## src/rtl/pipe_hazard_ctrl_if.sv

```systemverilog
// Hazard controller interface for the MINI-RISC F/D/E/W pipeline.
// Purpose: bundles the hazard-detection inputs and the stall/flush/forward/
// redirect outputs of pipe_hazard_ctrl into one interface.
// Modports:
//   master - pipeline side: drives the Decode/Execute/Writeback status and
//            halt/resume, and receives the control outputs
//   slave  - controller side (pipe_hazard_ctrl)
interface pipe_hazard_ctrl_if;
  logic [2:0]  rs1_D;
  logic [2:0]  rs2_D;
  logic        use_rs1_D;
  logic        use_rs2_D;
  logic [2:0]  rd_E;
  logic [1:0]  write_mode_E;
  logic        mem_read_E;
  logic [2:0]  rd_W;
  logic [1:0]  write_mode_W;
  logic        branch_taken_E;
  logic [10:0] branch_addr_E;
  logic        halt_req_D;
  logic        resume;

  logic        stall_F;
  logic        flush_F;
  logic        stall_D;
  logic        flush_D;
  logic [1:0]  fwd_a_sel;
  logic [1:0]  fwd_b_sel;
  logic        pc_redirect;
  logic [10:0] pc_target;
  logic        halted;
  logic [15:0] stall_cnt;
  logic [15:0] flush_cnt;

  modport master (
    output rs1_D, rs2_D, use_rs1_D, use_rs2_D, rd_E, write_mode_E, mem_read_E,
           rd_W, write_mode_W, branch_taken_E, branch_addr_E, halt_req_D, resume,
    input  stall_F, flush_F, stall_D, flush_D, fwd_a_sel, fwd_b_sel,
           pc_redirect, pc_target, halted, stall_cnt, flush_cnt
  );

  modport slave (
    input  rs1_D, rs2_D, use_rs1_D, use_rs2_D, rd_E, write_mode_E, mem_read_E,
           rd_W, write_mode_W, branch_taken_E, branch_addr_E, halt_req_D, resume,
    output stall_F, flush_F, stall_D, flush_D, fwd_a_sel, fwd_b_sel,
           pc_redirect, pc_target, halted, stall_cnt, flush_cnt
  );
endinterface

```

## src/rtl/pipe_hazard_ctrl.sv

```systemverilog
// pipe_hazard_ctrl - hazard and sequencing controller for the MINI-RISC
// F/D/E/W pipeline.
// Purpose: load-use stalls, branch flush windows with PC redirect, halt/resume,
// and Decode operand forwarding selects.
// Ports:
//   clk      - clock, rising edge
//   reset_n  - asynchronous active-low reset
//   bus      - pipe_hazard_ctrl_if.slave (hazard inputs, control outputs)
// Parameters:
//   LOAD_LAT   - cycles a dependent instruction is held after a load (1..7)
//   BR_PENALTY - cycles both pipeline registers are flushed on a taken branch (1..7)
// Optional feature macro: HAZ_PERF_CNT_EN enables the saturating stall/flush
// performance counters; without it stall_cnt/flush_cnt are tied to 0.
//
// state    | meaning
// RUN      | normal flow, hazards detected combinationally
// LD_STALL | holding a load-dependent instruction in Decode
// BR_FLUSH | flushing the wrong-path instructions behind a taken branch
// HALT     | pipeline frozen until resume or a taken branch
module pipe_hazard_ctrl #(
  parameter int LOAD_LAT   = 1,
  parameter int BR_PENALTY = 1
) (
  input logic              clk,
  input logic              reset_n,
  pipe_hazard_ctrl_if.slave bus
);

  typedef enum logic [1:0] {RUN, LD_STALL, BR_FLUSH, HALT} state_t;

  localparam logic [2:0] LD_CNT = 3'(LOAD_LAT - 1);
  localparam logic [2:0] BR_CNT = 3'(BR_PENALTY - 1);

  state_t     state_q, state_d;
  logic [2:0] cnt_q, cnt_d;

  logic dep_E, load_use, take_branch;
  logic stall_f_raw, flush_f_c, flush_d_c, redirect_c, halted_c;
  logic stall_f_o, flush_f_o;

  function automatic logic [1:0] fwd_sel(input logic use_rs, input logic [2:0] rs,
                                         input logic [2:0] rd_e, input logic [1:0] wm_e,
                                         input logic mem_e, input logic [2:0] rd_w,
                                         input logic [1:0] wm_w);
    // A load's data is not ready in E, so it can only be forwarded from W.
    if (use_rs && rs == rd_e && wm_e != 2'b00 && !mem_e)
      return 2'b01;
    else if (use_rs && rs == rd_w && wm_w != 2'b00)
      return 2'b10;
    else
      return 2'b00;
  endfunction

  assign dep_E = (bus.write_mode_E != 2'b00) &&
                 ((bus.use_rs1_D && bus.rs1_D == bus.rd_E) ||
                  (bus.use_rs2_D && bus.rs2_D == bus.rd_E));
  assign load_use = bus.mem_read_E && dep_E;

  always_comb begin
    state_d     = state_q;
    cnt_d       = cnt_q;
    stall_f_raw = 1'b0;
    flush_f_c   = 1'b0;
    flush_d_c   = 1'b0;
    redirect_c  = 1'b0;
    halted_c    = 1'b0;
    take_branch = 1'b0;

    case (state_q)
      RUN: begin
        if (bus.branch_taken_E) begin
          take_branch = 1'b1;
        end else if (load_use) begin
          stall_f_raw = 1'b1;
          flush_d_c   = 1'b1;
          if (LOAD_LAT > 1) begin
            state_d = LD_STALL;
            cnt_d   = LD_CNT;
          end
        end else if (bus.halt_req_D) begin
          stall_f_raw = 1'b1;
          flush_d_c   = 1'b1;
          state_d     = HALT;
        end
      end
      LD_STALL: begin
        if (bus.branch_taken_E) begin
          take_branch = 1'b1;
        end else begin
          stall_f_raw = 1'b1;
          flush_d_c   = 1'b1;
          cnt_d       = cnt_q - 3'd1;
          if (cnt_q <= 3'd1) begin
            state_d = RUN;
            cnt_d   = 3'd0;
          end
        end
      end
      BR_FLUSH: begin
        // E holds a flushed bubble, so any branch_taken_E here is stale.
        flush_f_c = 1'b1;
        flush_d_c = 1'b1;
        cnt_d     = cnt_q - 3'd1;
        if (cnt_q <= 3'd1) begin
          state_d = RUN;
          cnt_d   = 3'd0;
        end
      end
      HALT: begin
        if (bus.branch_taken_E) begin
          take_branch = 1'b1;
        end else begin
          stall_f_raw = 1'b1;
          flush_d_c   = 1'b1;
          halted_c    = 1'b1;
          if (bus.resume) state_d = RUN;
        end
      end
      default: begin
        state_d = RUN;
        cnt_d   = 3'd0;
      end
    endcase

    if (take_branch) begin
      flush_f_c  = 1'b1;
      flush_d_c  = 1'b1;
      redirect_c = 1'b1;
      if (BR_PENALTY > 1) begin
        state_d = BR_FLUSH;
        cnt_d   = BR_CNT;
      end else begin
        state_d = RUN;
        cnt_d   = 3'd0;
      end
    end
  end

  always_ff @(posedge clk or negedge reset_n) begin
    if (!reset_n) begin
      state_q <= RUN;
      cnt_q   <= 3'd0;
    end else begin
      state_q <= state_d;
      cnt_q   <= cnt_d;
    end
  end

  // Outputs are combinational, gated by reset_n so they drop the instant
  // reset is asserted. Flush beats stall on the FD register.
  assign flush_f_o = reset_n & flush_f_c;
  assign stall_f_o = reset_n & stall_f_raw & ~flush_f_c;

  assign bus.stall_F     = stall_f_o;
  assign bus.flush_F     = flush_f_o;
  assign bus.stall_D     = 1'b0;
  assign bus.flush_D     = reset_n & flush_d_c;
  assign bus.pc_redirect = reset_n & redirect_c;
  assign bus.pc_target   = (reset_n && redirect_c) ? bus.branch_addr_E : 11'd0;
  assign bus.halted      = reset_n & halted_c;
  assign bus.fwd_a_sel   = reset_n ? fwd_sel(bus.use_rs1_D, bus.rs1_D, bus.rd_E,
                                             bus.write_mode_E, bus.mem_read_E,
                                             bus.rd_W, bus.write_mode_W) : 2'b00;
  assign bus.fwd_b_sel   = reset_n ? fwd_sel(bus.use_rs2_D, bus.rs2_D, bus.rd_E,
                                             bus.write_mode_E, bus.mem_read_E,
                                             bus.rd_W, bus.write_mode_W) : 2'b00;

`ifdef HAZ_PERF_CNT_EN
  logic [15:0] stall_cnt_q, flush_cnt_q;

  always_ff @(posedge clk or negedge reset_n) begin
    if (!reset_n) begin
      stall_cnt_q <= 16'd0;
      flush_cnt_q <= 16'd0;
    end else begin
      if (stall_f_o && stall_cnt_q != 16'hFFFF) stall_cnt_q <= stall_cnt_q + 16'd1;
      if (flush_f_o && flush_cnt_q != 16'hFFFF) flush_cnt_q <= flush_cnt_q + 16'd1;
    end
  end

  assign bus.stall_cnt = stall_cnt_q;
  assign bus.flush_cnt = flush_cnt_q;
`else
  assign bus.stall_cnt = 16'd0;
  assign bus.flush_cnt = 16'd0;
`endif

endmodule

```

## src/flat_wrapper.sv

```systemverilog
// flat-port wrapper written by rule: the top's interface ports become plain ports
module pipe_hazard_ctrl_flat 
#(
  parameter int LOAD_LAT   = 1,
  parameter int BR_PENALTY = 1
)
  (clk, reset_n, bus_rs1_D, bus_rs2_D, bus_use_rs1_D, bus_use_rs2_D, bus_rd_E, bus_write_mode_E, bus_mem_read_E, bus_rd_W, bus_write_mode_W, bus_branch_taken_E, bus_branch_addr_E, bus_halt_req_D, bus_resume, bus_stall_F, bus_flush_F, bus_stall_D, bus_flush_D, bus_fwd_a_sel, bus_fwd_b_sel, bus_pc_redirect, bus_pc_target, bus_halted, bus_stall_cnt, bus_flush_cnt);
  pipe_hazard_ctrl_if bus_i ();
  input logic clk;
  input logic reset_n;
  input wire logic [$bits(bus_i.rs1_D)-1:0] bus_rs1_D;
  input wire logic [$bits(bus_i.rs2_D)-1:0] bus_rs2_D;
  input wire logic [$bits(bus_i.use_rs1_D)-1:0] bus_use_rs1_D;
  input wire logic [$bits(bus_i.use_rs2_D)-1:0] bus_use_rs2_D;
  input wire logic [$bits(bus_i.rd_E)-1:0] bus_rd_E;
  input wire logic [$bits(bus_i.write_mode_E)-1:0] bus_write_mode_E;
  input wire logic [$bits(bus_i.mem_read_E)-1:0] bus_mem_read_E;
  input wire logic [$bits(bus_i.rd_W)-1:0] bus_rd_W;
  input wire logic [$bits(bus_i.write_mode_W)-1:0] bus_write_mode_W;
  input wire logic [$bits(bus_i.branch_taken_E)-1:0] bus_branch_taken_E;
  input wire logic [$bits(bus_i.branch_addr_E)-1:0] bus_branch_addr_E;
  input wire logic [$bits(bus_i.halt_req_D)-1:0] bus_halt_req_D;
  input wire logic [$bits(bus_i.resume)-1:0] bus_resume;
  output wire logic [$bits(bus_i.stall_F)-1:0] bus_stall_F;
  output wire logic [$bits(bus_i.flush_F)-1:0] bus_flush_F;
  output wire logic [$bits(bus_i.stall_D)-1:0] bus_stall_D;
  output wire logic [$bits(bus_i.flush_D)-1:0] bus_flush_D;
  output wire logic [$bits(bus_i.fwd_a_sel)-1:0] bus_fwd_a_sel;
  output wire logic [$bits(bus_i.fwd_b_sel)-1:0] bus_fwd_b_sel;
  output wire logic [$bits(bus_i.pc_redirect)-1:0] bus_pc_redirect;
  output wire logic [$bits(bus_i.pc_target)-1:0] bus_pc_target;
  output wire logic [$bits(bus_i.halted)-1:0] bus_halted;
  output wire logic [$bits(bus_i.stall_cnt)-1:0] bus_stall_cnt;
  output wire logic [$bits(bus_i.flush_cnt)-1:0] bus_flush_cnt;
  assign bus_i.rs1_D = bus_rs1_D;
  assign bus_i.rs2_D = bus_rs2_D;
  assign bus_i.use_rs1_D = bus_use_rs1_D;
  assign bus_i.use_rs2_D = bus_use_rs2_D;
  assign bus_i.rd_E = bus_rd_E;
  assign bus_i.write_mode_E = bus_write_mode_E;
  assign bus_i.mem_read_E = bus_mem_read_E;
  assign bus_i.rd_W = bus_rd_W;
  assign bus_i.write_mode_W = bus_write_mode_W;
  assign bus_i.branch_taken_E = bus_branch_taken_E;
  assign bus_i.branch_addr_E = bus_branch_addr_E;
  assign bus_i.halt_req_D = bus_halt_req_D;
  assign bus_i.resume = bus_resume;
  assign bus_stall_F = bus_i.stall_F;
  assign bus_flush_F = bus_i.flush_F;
  assign bus_stall_D = bus_i.stall_D;
  assign bus_flush_D = bus_i.flush_D;
  assign bus_fwd_a_sel = bus_i.fwd_a_sel;
  assign bus_fwd_b_sel = bus_i.fwd_b_sel;
  assign bus_pc_redirect = bus_i.pc_redirect;
  assign bus_pc_target = bus_i.pc_target;
  assign bus_halted = bus_i.halted;
  assign bus_stall_cnt = bus_i.stall_cnt;
  assign bus_flush_cnt = bus_i.flush_cnt;
  pipe_hazard_ctrl #(.LOAD_LAT(LOAD_LAT), .BR_PENALTY(BR_PENALTY)) u_core (.clk(clk), .reset_n(reset_n), .bus(bus_i));
endmodule
```

## config.mk

```make
export PLATFORM = sky130hd
export DESIGN_NAME = pipe_hazard_ctrl_flat
export DESIGN_NICKNAME = d
export VERILOG_FILES = /design/src/rtl/pipe_hazard_ctrl_if.sv /design/src/rtl/pipe_hazard_ctrl.sv /design/src/flat_wrapper.sv
export SDC_FILE = /design/constraint.sdc
export NUM_CORES = 1
export LEC_CHECK = 0
export CORE_MARGIN = 2
export CORE_UTILIZATION = 27
export CTS_BUF_LIST = sky130_fd_sc_hd__clkbuf_8
export DETAILED_ROUTE_END_ITERATION = 16
export HOLD_SLACK_MARGIN = 0.03
export PLACE_DENSITY = 0.94
export SKIP_CTS_REPAIR_TIMING = 1
export SYNTH_ARGS = -nofsm -noshare
export SYNTH_HDL_FRONTEND = slang
export SYNTH_SLANG_ARGS = --single-unit
export TNS_END_PERCENT = 20
```

## constraint.sdc

```tcl
create_clock -name clk -period 2.9 [get_ports clk]
set_clock_uncertainty 0.1 [all_clocks]
set_input_delay 0.435 -clock clk [delete_from_list [all_inputs] [get_ports clk]]
set_output_delay 0.435 -clock clk [all_outputs]
set_load 0.05 [all_outputs]
```

After elaboration in Yosys (flattened, before gate mapping)
Index checks and enable logic that the tools add are counted.
{"block": "classes", "addsub": 1, "muxes": 33, "magnitude_cmp": 1, "bitwise_logic": 7, "reduce_logical": 23, "eq_ne": 13}
{"operator": "2-to-1 mux 2 bit", "count": 14}
{"operator": "inequality test 3 x 2 -> 1 bit (second input constant)", "count": 5}
{"operator": "logical AND 1 bit", "count": 13}
{"operator": "equality test 3 bit", "count": 4}
{"operator": "2-to-1 mux 1 bit", "count": 11}
{"operator": "2-to-1 mux 11 bit", "count": 1}
{"operator": "2-to-1 mux 3 bit", "count": 3}
{"operator": "case mux 2 bit (4 select lines)", "count": 1}
{"operator": "bitwise AND 1 bit", "count": 6}
{"operator": "case mux 3 bit (2 select lines)", "count": 1}
{"operator": "AND reduction 6 bit", "count": 1}
{"operator": "equality test 2 bit (second input constant)", "count": 2}
{"operator": "nonzero test 2 bit", "count": 2}
{"operator": "less-or-equal comparator 3 x 1 -> 1 bit (second input constant)", "count": 1}
{"operator": "inequality test 3 bit (second input constant)", "count": 1}
{"operator": "case mux 1 bit (3 select lines)", "count": 1}
{"operator": "nonzero test 3 bit", "count": 1}
{"operator": "OR reduction 3 bit", "count": 1}
{"operator": "subtractor 3 x 1 -> 3 bit (second input constant)", "count": 1}
{"operator": "equality test 2 x 1 -> 1 bit (second input constant)", "count": 1}
{"operator": "logical NOT 2 bit", "count": 1}
{"operator": "case mux 1 bit (2 select lines)", "count": 1}
{"operator": "AND reduction 2 bit", "count": 1}
{"operator": "OR reduction 2 bit", "count": 1}
{"operator": "3 further kinds", "count": 3}
{"block": "totals", "word_cells": 80, "in_bits": 35, "output_inout_bits": 53, "reg_bits": 5}

Longest topological paths before layout
Gate-level depths: netlist of run 1.
{"block": "logic_depth", "depth_word": 10, "ltp_mapped": 4, "mapped_depth_nobuf": 4}

Least setup slack after synthesis of run 1
No wires, ideal clock.
{"block": "synth_path", "path_kind": "input to output", "startpoint": "input bus_rd_E[1]", "endpoint": "output bus_fwd_b_sel[0]", "n_path_buf": 0, "t_required_ns": 2.365, "arrival_ns": 1.807, "setup_slack_ns": 0.558, "path_stages": 3, "cell_sequence": "xor2_1 -> or4_4 -> nor2_1"}
{"block": "synth_via", "elab_chain_len": 6}
{"item": "start, declared", "line": "flat_wrapper.sv:15", "text": "input wire logic [$bits(bus_i.rd_E)-1:0] bus_rd_E;"}
{"item": "equality test 3 bit", "line": "pipe_hazard_ctrl.sv:46", "text": "if (use_rs && rs == rd_e && wm_e != 2'b00 && !mem_e)"}
{"item": "logical AND 1 bit (3 in a row)", "line": "pipe_hazard_ctrl.sv:46"}
{"item": "2-to-1 mux 2 bit", "line": "pipe_hazard_ctrl.sv:46"}
{"item": "2-to-1 mux 2 bit", "line": "pipe_hazard_ctrl.sv:164", "text": "assign bus.fwd_b_sel = reset_n ? fwd_sel(bus.use_rs2_D, bus.rs2_D, bus.rd_E,"}
{"item": "end, declared", "line": "flat_wrapper.sv:29", "text": "output wire logic [$bits(bus_i.fwd_b_sel)-1:0] bus_fwd_b_sel;"}
Every way passes these cells.

Final worst setup path of run 1
{"block": "layout_path", "startpoint": "input bus_rd_E[1]", "endpoint": "output bus_stall_F"}
{"block": "layout_via", "elab_chain_len": 10, "word_cells_on_any_way": 12, "classes_between": "2 x eq/ne; 3 x mux; 2 x bitwise; 5 x reduce/logical"}
{"item": "equality test 3 bit (on tied branches)", "line": "pipe_hazard_ctrl.sv:55, pipe_hazard_ctrl.sv:56"}
{"item": "logical AND 1 bit (on tied branches)", "line": "pipe_hazard_ctrl.sv:55, pipe_hazard_ctrl.sv:56"}
{"item": "logical OR 1 bit (*)", "line": "pipe_hazard_ctrl.sv:55", "text": "((bus.use_rs1_D && bus.rs1_D == bus.rd_E) ||"}
{"item": "logical AND 1 bit (*)", "line": "pipe_hazard_ctrl.sv:54", "text": "assign dep_E = (bus.write_mode_E != 2'b00) &&"}
{"item": "logical AND 1 bit (*)", "line": "pipe_hazard_ctrl.sv:57", "text": "assign load_use = bus.mem_read_E && dep_E;"}
{"item": "2-to-1 mux 1 bit (*)", "line": "pipe_hazard_ctrl.sv:73", "text": "end else if (load_use) begin"}
{"item": "2-to-1 mux 1 bit (*)", "line": "pipe_hazard_ctrl.sv:71", "text": "if (bus.branch_taken_E) begin"}
{"item": "case mux 1 bit (2 select lines) (*)", "line": "pipe_hazard_ctrl.sv:69", "text": "case (state_q)"}
{"item": "bitwise AND 1 bit (*) (2 in a row)", "line": "pipe_hazard_ctrl.sv:152", "text": "assign stall_f_o = reset_n & stall_f_raw & ~flush_f_c;"}
{"item": "end, declared", "line": "flat_wrapper.sv:24", "text": "output wire logic [$bits(bus_i.stall_F)-1:0] bus_stall_F;"}
Every way passes the cells marked *; elsewhere a longest branch is shown, timed or not.

==> metrics.md, run 1 <==
| Metric | Value |
|---|---|
| Worst setup path startpoint | bus_rd_E[1] |
| First-pass GRT wire length | 2.53 mm |
| GP Congestion | 0.753 |
| Final WL | 1.88 mm |
| 1st-iter DRT viols | 1 |
| Die ar. | 2770 µm² |
| Synth Register Bits | 1 |
| Hold Crit Class | reg2reg |
| Worst EP required | 2370 ps |
| Largest register FFs | 1 |
| P_sw | 175 µW |
| Place WS | 221 ps |
| Outcome | complete, no violations |
| Final setup TNS | 0 ps |
| Largest net degree at the start of global routing | 19 |
| Port Buffers | 54 |
| Peak Freq | 373 MHz |
| Largest Register | u_core.state_q |
| Final net count | 175 |
| CP peak stage delay | 570 ps |
| Worst-Skew Late Latency | 0 ps |
| Vias in the first global route | 624 |
| Pwr Total | 274 µW |
| Layout cells sized above 1 | 17.4% |
| Max-slew violation count | 0 |
| Drt pass-1 iters | 4 |
| Mean Syn Cell Area | 7.33 µm² |
| Num rows | 17 |
| Sequential group share of total power | 6.6% |
| Final HPWL DP | 1.72 mm |
| Logic pwr share | 93.4% |
| Worst setup margin | 216 ps |
| Final setup vio count | 0 |
| Antenna violations before repair | 0 |
| Aggregate global routing overflow | 0 |
| Area of the multi-input gates | 463 µm² |
| CP bufs+invs | 2 |
| Maxcap violations | 0 |
| Sequential area share after synthesis | 3.92% |
| Initial Utilization | 28.6% |
| ANT nets after route | 0 |
| Largest registers | u_core.state_q: 1 flops |
| WL/cell | 11.3 µm |
| Drt drc | 0 |
| Final Hold Vio Count | 0 |
| Crit Path Category | in2out |
| Clk pwr share | 0% |
| Antenna diodes | 0 |
| Total number of vias | 700 |
| Mapped cell area | 638 µm² |
| Die height | 52.6 µm |
| Power Internal | 98.3 µW |
| Tcrit/Tclk final | 92.5% |
| Leakage | 0.000557 µW |
| DR vias/cell | 4.22 |
| CP startpoint kind | primary input |
| Tmin final | 2680 ps |
| RSZ-0062 raised after global routing | no |
| Hold Startpoint | u_core.state_q[0] |
| CP Capture Type | primary output |
| Area grow syn2layout | 72.9% |
| Switching share of power | 64.1% |
| Reg2reg start | u_core.state_q[0] |
| Crit-path cells | clkdlybuf4s50_1 -> xor2_1 -> or4_4 -> a21boi_2 -> o311a_1 -> buf_12 |
| Post-layout util | 49.4% |
| Mapped Cells | 87 |
| Clk slew on worst S/H paths | 0 ps |
| Fill count | 219 |
| Worst Path Max Fanout | 4 |
| Core Region | 2230 µm² |
| CP max-delay cell | or4_4 |
| WP data arrival | 2150 ps |
| Synth cell types | 23 |
| IO Count | 88 |
| Synth warn | 0 |
| DIE WIDTH | 52.6 µm |
| Cell Pwr Density | 248 nW/µm² |
| Gr usage total | 11.8% |
| Register Area | 25.0 µm² |
| CP top delay family | buffers and inverters |
| Peak VDD IR | 0.000111 V |
[synth_stat cells]
cell type	n	area, µm²
buf_4	34	255
and3_1	12	75.1
xor2_1	10	87.6
nor2_1	3	11.3
o21ai_0	3	15.0
clkbuf_1	2	7.51
inv_1	2	7.51
nand2_1	2	7.51
nor3_1	2	10.0
o2111a_1	2	22.5
or4_4	2	22.5
xnor2_1	2	17.5
a21boi_0	1	7.51
a21boi_2	1	11.3
a31o_1	1	8.76
and2_1	1	6.26
conb_1	1	3.75
dfrtp_1	1	25.0
nand2b_1	1	6.26
nand3_1	1	5.00
o22a_1	1	8.76
o22ai_1	1	6.26
o311a_1	1	10.0
[layout make-up]
cell class,count,share of cell area [%]
Timing Repair Buffer,55,51.9
Tap cell,28,3.17
Multi-Input combinational cell,80,42.0
Inverter,2,0.680
Sequential cell,1,2.27
[placed cells by master, fill, tap and decap left out, drive strengths merged]
| cell type | count |
|---|---|
| a31o | 1 |
| and3 | 12 |
| nand2 | 2 |
| nand2b | 1 |
| o22a | 1 |
| nor2 | 3 |
| o21ai | 3 |
| conb | 33 |
| o22ai | 1 |
| nor3 | 2 |
| xnor2 | 2 |
| dfrtp | 1 |
| or4 | 2 |
| inv | 2 |
| clkdlybuf4s50 | 34 |
| xor2 | 10 |
| and2 | 1 |
| o2111a | 2 |
| o311a | 1 |
| a21boi | 2 |
| buf | 21 |
| nand3 | 1 |
[worst min-delay path, cell delays in order, from the launching register on]
cell and delay (ps):
dfrtp_1 370, inv_1 90, nand3_1 80, o22ai_1 70
[per-stage QoR]
step           cells  instance area (µm²)  hold WS, ps
3_3_place_gp     166                 1100          527
2_1_floorplan    119                  758         39.4
5_1_grt          166                 1100          614
4_1_cts          166                 1100          558
3_5_place_dp     166                 1100          554
6_report         166                 1100          575
[metal layers]
| metal | wire (µm) | share of wire, % | global-route usage (%) |
|---|---|---|---|
| met2 | 1010 | 54 | 27.5 |
| met5 | 0 | 0 | 0 |
| met3 | 314 | 17 | 4.00 |
| met4 | 0 | 0 | 0 |
| met1 | 551 | 29 | 9.29 |
[power groups by stage]
stage	registers [µW]	clock network [µW]	logic (µW)
global route	18.1	0	268
finish	18.0	0	256
global placement	17.4	0	252
floorplan	17.2	0	204
CTS	17.7	0	256
detailed placement	17.7	0	255
[path summary, 6_finish.rpt]
kind / end / cells past startpoint / slack (ps)
worst min register to register: u_core.state_q[0] / 3 / 570
max in group asynchronous: u_core.state_q[0] / 2 / 1900
worst max register to register: u_core.state_q[0] / 4 / 1860
worst min-delay path: u_core.state_q[0] / 3 / 570
worst max-delay path: bus_stall_F / 6 / 220
min in group asynchronous: u_core.state_q[0] / 2 / 660
[cells by family (layout without fill, tap and decap cells)]
group / Yosys count / in the layout / synth area share [%]
AO/OA/AOI/OAI: 11 / 11 / 14.1
other: 1 / 33 / 0.588
XOR/XNOR: 12 / 12 / 16.5
flip-flops: 1 / 1 / 3.92
AND/OR/NAND/NOR: 24 / 24 / 22.5
buffers and inverters: 38 / 57 / 42.4
No activity file was read; power rests on OpenSTA's default activity.
==> run 2: changes to the inputs <==
- clock period: 2.9 -> 3.2 ns (I/O delays scaled with it)
==> run 2 against run 1 <==
Sequential share of layout area fell by 0.055 points. Critical path type unchanged. Worst hold slack got worse by 15 ps. Critical path depth decreased by 3. Cell count decreased by 0.60%. Wire length fell by 0.85%. Combinational power decreased by 9.0%. Register-to-register slack improved by 300 ps. Via count shrank 3.7%. Power shrank 9.0%. Cell area is 2.5% higher. Utilization increased by 1.2 points.
==> metrics.md, run 2 (same netlist as run 1, synthesis figures left out) <==
| Metric | Value |
|---|---|
| Worst-Skew Late Latency | 0 ps (unchanged) |
| Largest net degree at the start of global routing | 20 (+1) |
| Vias in the first global route | 571 (-8.5%) |
| 1st-iter DRT viols | 6 (+5) |
| Antenna violations before repair | 0 (unchanged) |
| Gr usage total | 12.0% (+0.18 points) |
| Port Buffers | 54 (unchanged) |
| Fill count | 223 (+1.8%) |
| CP startpoint kind | primary input |
| Leakage | 0.000528 µW (-5.2%) |
| Tcrit/Tclk final | 89.7% |
| Placed cells | 165 (-0.60%) |
| Place WS | 334 ps (+114 ps) |
| Worst setup margin | 329 ps (+113 ps) |
| Power Internal | 90.9 µW (-7.5%) |
| RSZ-0062 raised after global routing | no |
| Slew HR | 66.5% |
| Largest registers | u_core.state_q: 1 flops |
| Commonest cells after routing, fill and taps aside | 48 x clkdlybuf4s50_1, 33 x conb_1, 12 x and3_1, 10 x xor2_1, 6 x buf_12 |
| Peak Freq | 348 MHz |
| Largest register FFs | 1 (unchanged) |
| Slew @ Worst Pin | 501 ps |
| Hold Crit Class | reg2reg |
| Sequential group share of total power | 6.4% (-0.2 points) |
| Pwr Total | 249 µW (-9.0%) |
| Final net count | 174 (-0.57%) |
| Num rows | 17 (unchanged) |
| Drt drc | 0 (unchanged) |
| Drt pass-1 iters | 2 (-2) |
| Final Hold Vio Count | 0 (unchanged) |
| Peak VDD IR | 0.000108 V (-2.7%) |
| DR WL met2 | 986 µm (-2.7%) |
| Worst EP required | 2620 ps (+250 ps) |
| Area grow syn2layout | 77.3% |
| Clk pwr share | 0% (unchanged) |
| Total number of vias | 674 (-3.7%) |
| Final setup TNS | 0 ps (unchanged) |
| Cell Pwr Density | 220 nW/µm² (-11%) |
| Max-slew violation count | 0 (unchanged) |
| Final WL | 1.86 mm (-0.85%) |
| Largest Register | u_core.state_q |
| Clk slew on worst S/H paths | 0 ps (unchanged) |
| Maxcap violations | 0 (unchanged) |
| WL/cell | 11.3 µm (-0.25%) |
| Layout cells sized above 1 | 6.57% (-11 points) |
| Commonest non-fill, non-tap cell in the layout | clkdlybuf4s50_1 |
| Switching share of power | 63.5% (-0.57 points) |
| Die ar. | 2770 µm² (unchanged) |
| Top routing layer used | met3 |
| Die height | 52.6 µm (unchanged) |
| CP Capture Type | primary output |
| Tmin final | 2870 ps |
| Aggregate global routing overflow | 0 (unchanged) |
| Flop2flop setup slack | 2160 ps (+300 ps) |
| Outcome | complete, no violations |
| Worst Path Max Fanout | 19 (+15) |
| Final Non-Filler Cells | 165 (-0.60%) |
| CP top delay family | buffers and inverters |
| CP bufs+invs | 2 (unchanged) |
| P_sw | 158 µW (-9.8%) |
| Final HPWL DP | 1.67 mm (-2.8%) |
| Met3 WL | 273 µm (-13%) |
| DIE WIDTH | 52.6 µm (unchanged) |
| GP Congestion | 0.749 (-0.53%) |
| CP peak stage delay | 800 ps (+230 ps) |
| CP max-delay cell | clkdlybuf4s50_1 |
| Cell mode on critical path | clkdlybuf4s50_1 |
| Crit-path cells | clkdlybuf4s50_1 -> and3_1 -> clkdlybuf4s50_1 |
| Crit Path Category | in2out |
| Antenna diodes | 0 (unchanged) |
| DR vias/cell | 4.08 (-3.1%) |
| Logic pwr share | 93.6% (+0.2 points) |
| Initial Utilization | 28.6% (unchanged) |
| Core Region | 2230 µm² (unchanged) |
| ANT nets after route | 0 (unchanged) |
| IO Count | 88 (unchanged) |
| First-pass GRT wire length | 2.57 mm (+1.3%) |
| WL met1 | 604 µm (+9.6%) |
| WP data arrival | 2290 ps (+140 ps) |
| Final setup vio count | 0 (unchanged) |
[run 2: cell count changes in the layout (fill, tap and decap cells not counted)]
cell	delta
clkdlybuf4s50_1	+14
buf_4	-15
[run 2: power by group through the flow]
stage	registers [µW]	clock network, µW	logic (µW)
2_1_floorplan	15.6	0	185
3_3_place_gp	15.8	0	230
3_5_place_dp	16.0	0	233
4_1_cts	16.0	0	233
5_1_grt	16.4	0	245
6_report	16.0	0	233
[run 2: per-layer routing]
layer  global-route usage [%]  up-vias
met5                        0        -
met1                     12.0      284
met4                        0        0
li1                         -      333
met2                     26.3       57
met3                     2.00        0
[run 2: worst register-to-register path: stages (launching register included)]
cell	delay [ps]
dfrtp_1	380
inv_1	100
nand2_1	60
o22a_1	150
o22ai_1	150
[run 2: layout make-up]
class / count / area (µm²) / share of cell area [%]
Sequential cell: 1 / 25.0 / 2.21
Timing Repair Buffer: 54 / 601 / 53.1
Multi-Input combinational cell: 80 / 463 / 40.9
Inverter: 2 / 7.51 / 0.664
Tap cell: 28 / 35.0 / 3.10
[run 2: worst paths after layout]
kind / from / endpoint / depth (start not counted)
min in group asynchronous: reset_n / u_core.state_q[0] / 1
setup / recovery: reset_n / bus_pc_target[3] / 3
hold / removal: u_core.state_q[0] / u_core.state_q[0] / 3
max in group asynchronous: reset_n / u_core.state_q[0] / 1
setup reg to reg: u_core.state_q[0] / u_core.state_q[0] / 4
hold reg to reg: u_core.state_q[0] / u_core.state_q[0] / 3
[run 2: metrics by stage]
| step | hold slack, ps | cell area, µm² | util, % |
|---|---|---|---|
| floorplan | 84.4 | 758 | - |
| global route | 620 | 1130 | 50.6 |
| finish | 560 | 1130 | 50.6 |
| detailed placement | 558 | 1130 | 50.6 |
| global placement | 525 | 1130 | 50.6 |
| CTS | 561 | 1130 | 50.6 |
==> run 3: changes to the inputs <==
- SKIP_CTS_REPAIR_TIMING: 1 -> default
==> results of run 3 <==
No change in the layout: final DEF, timing and power equal those of run 2.
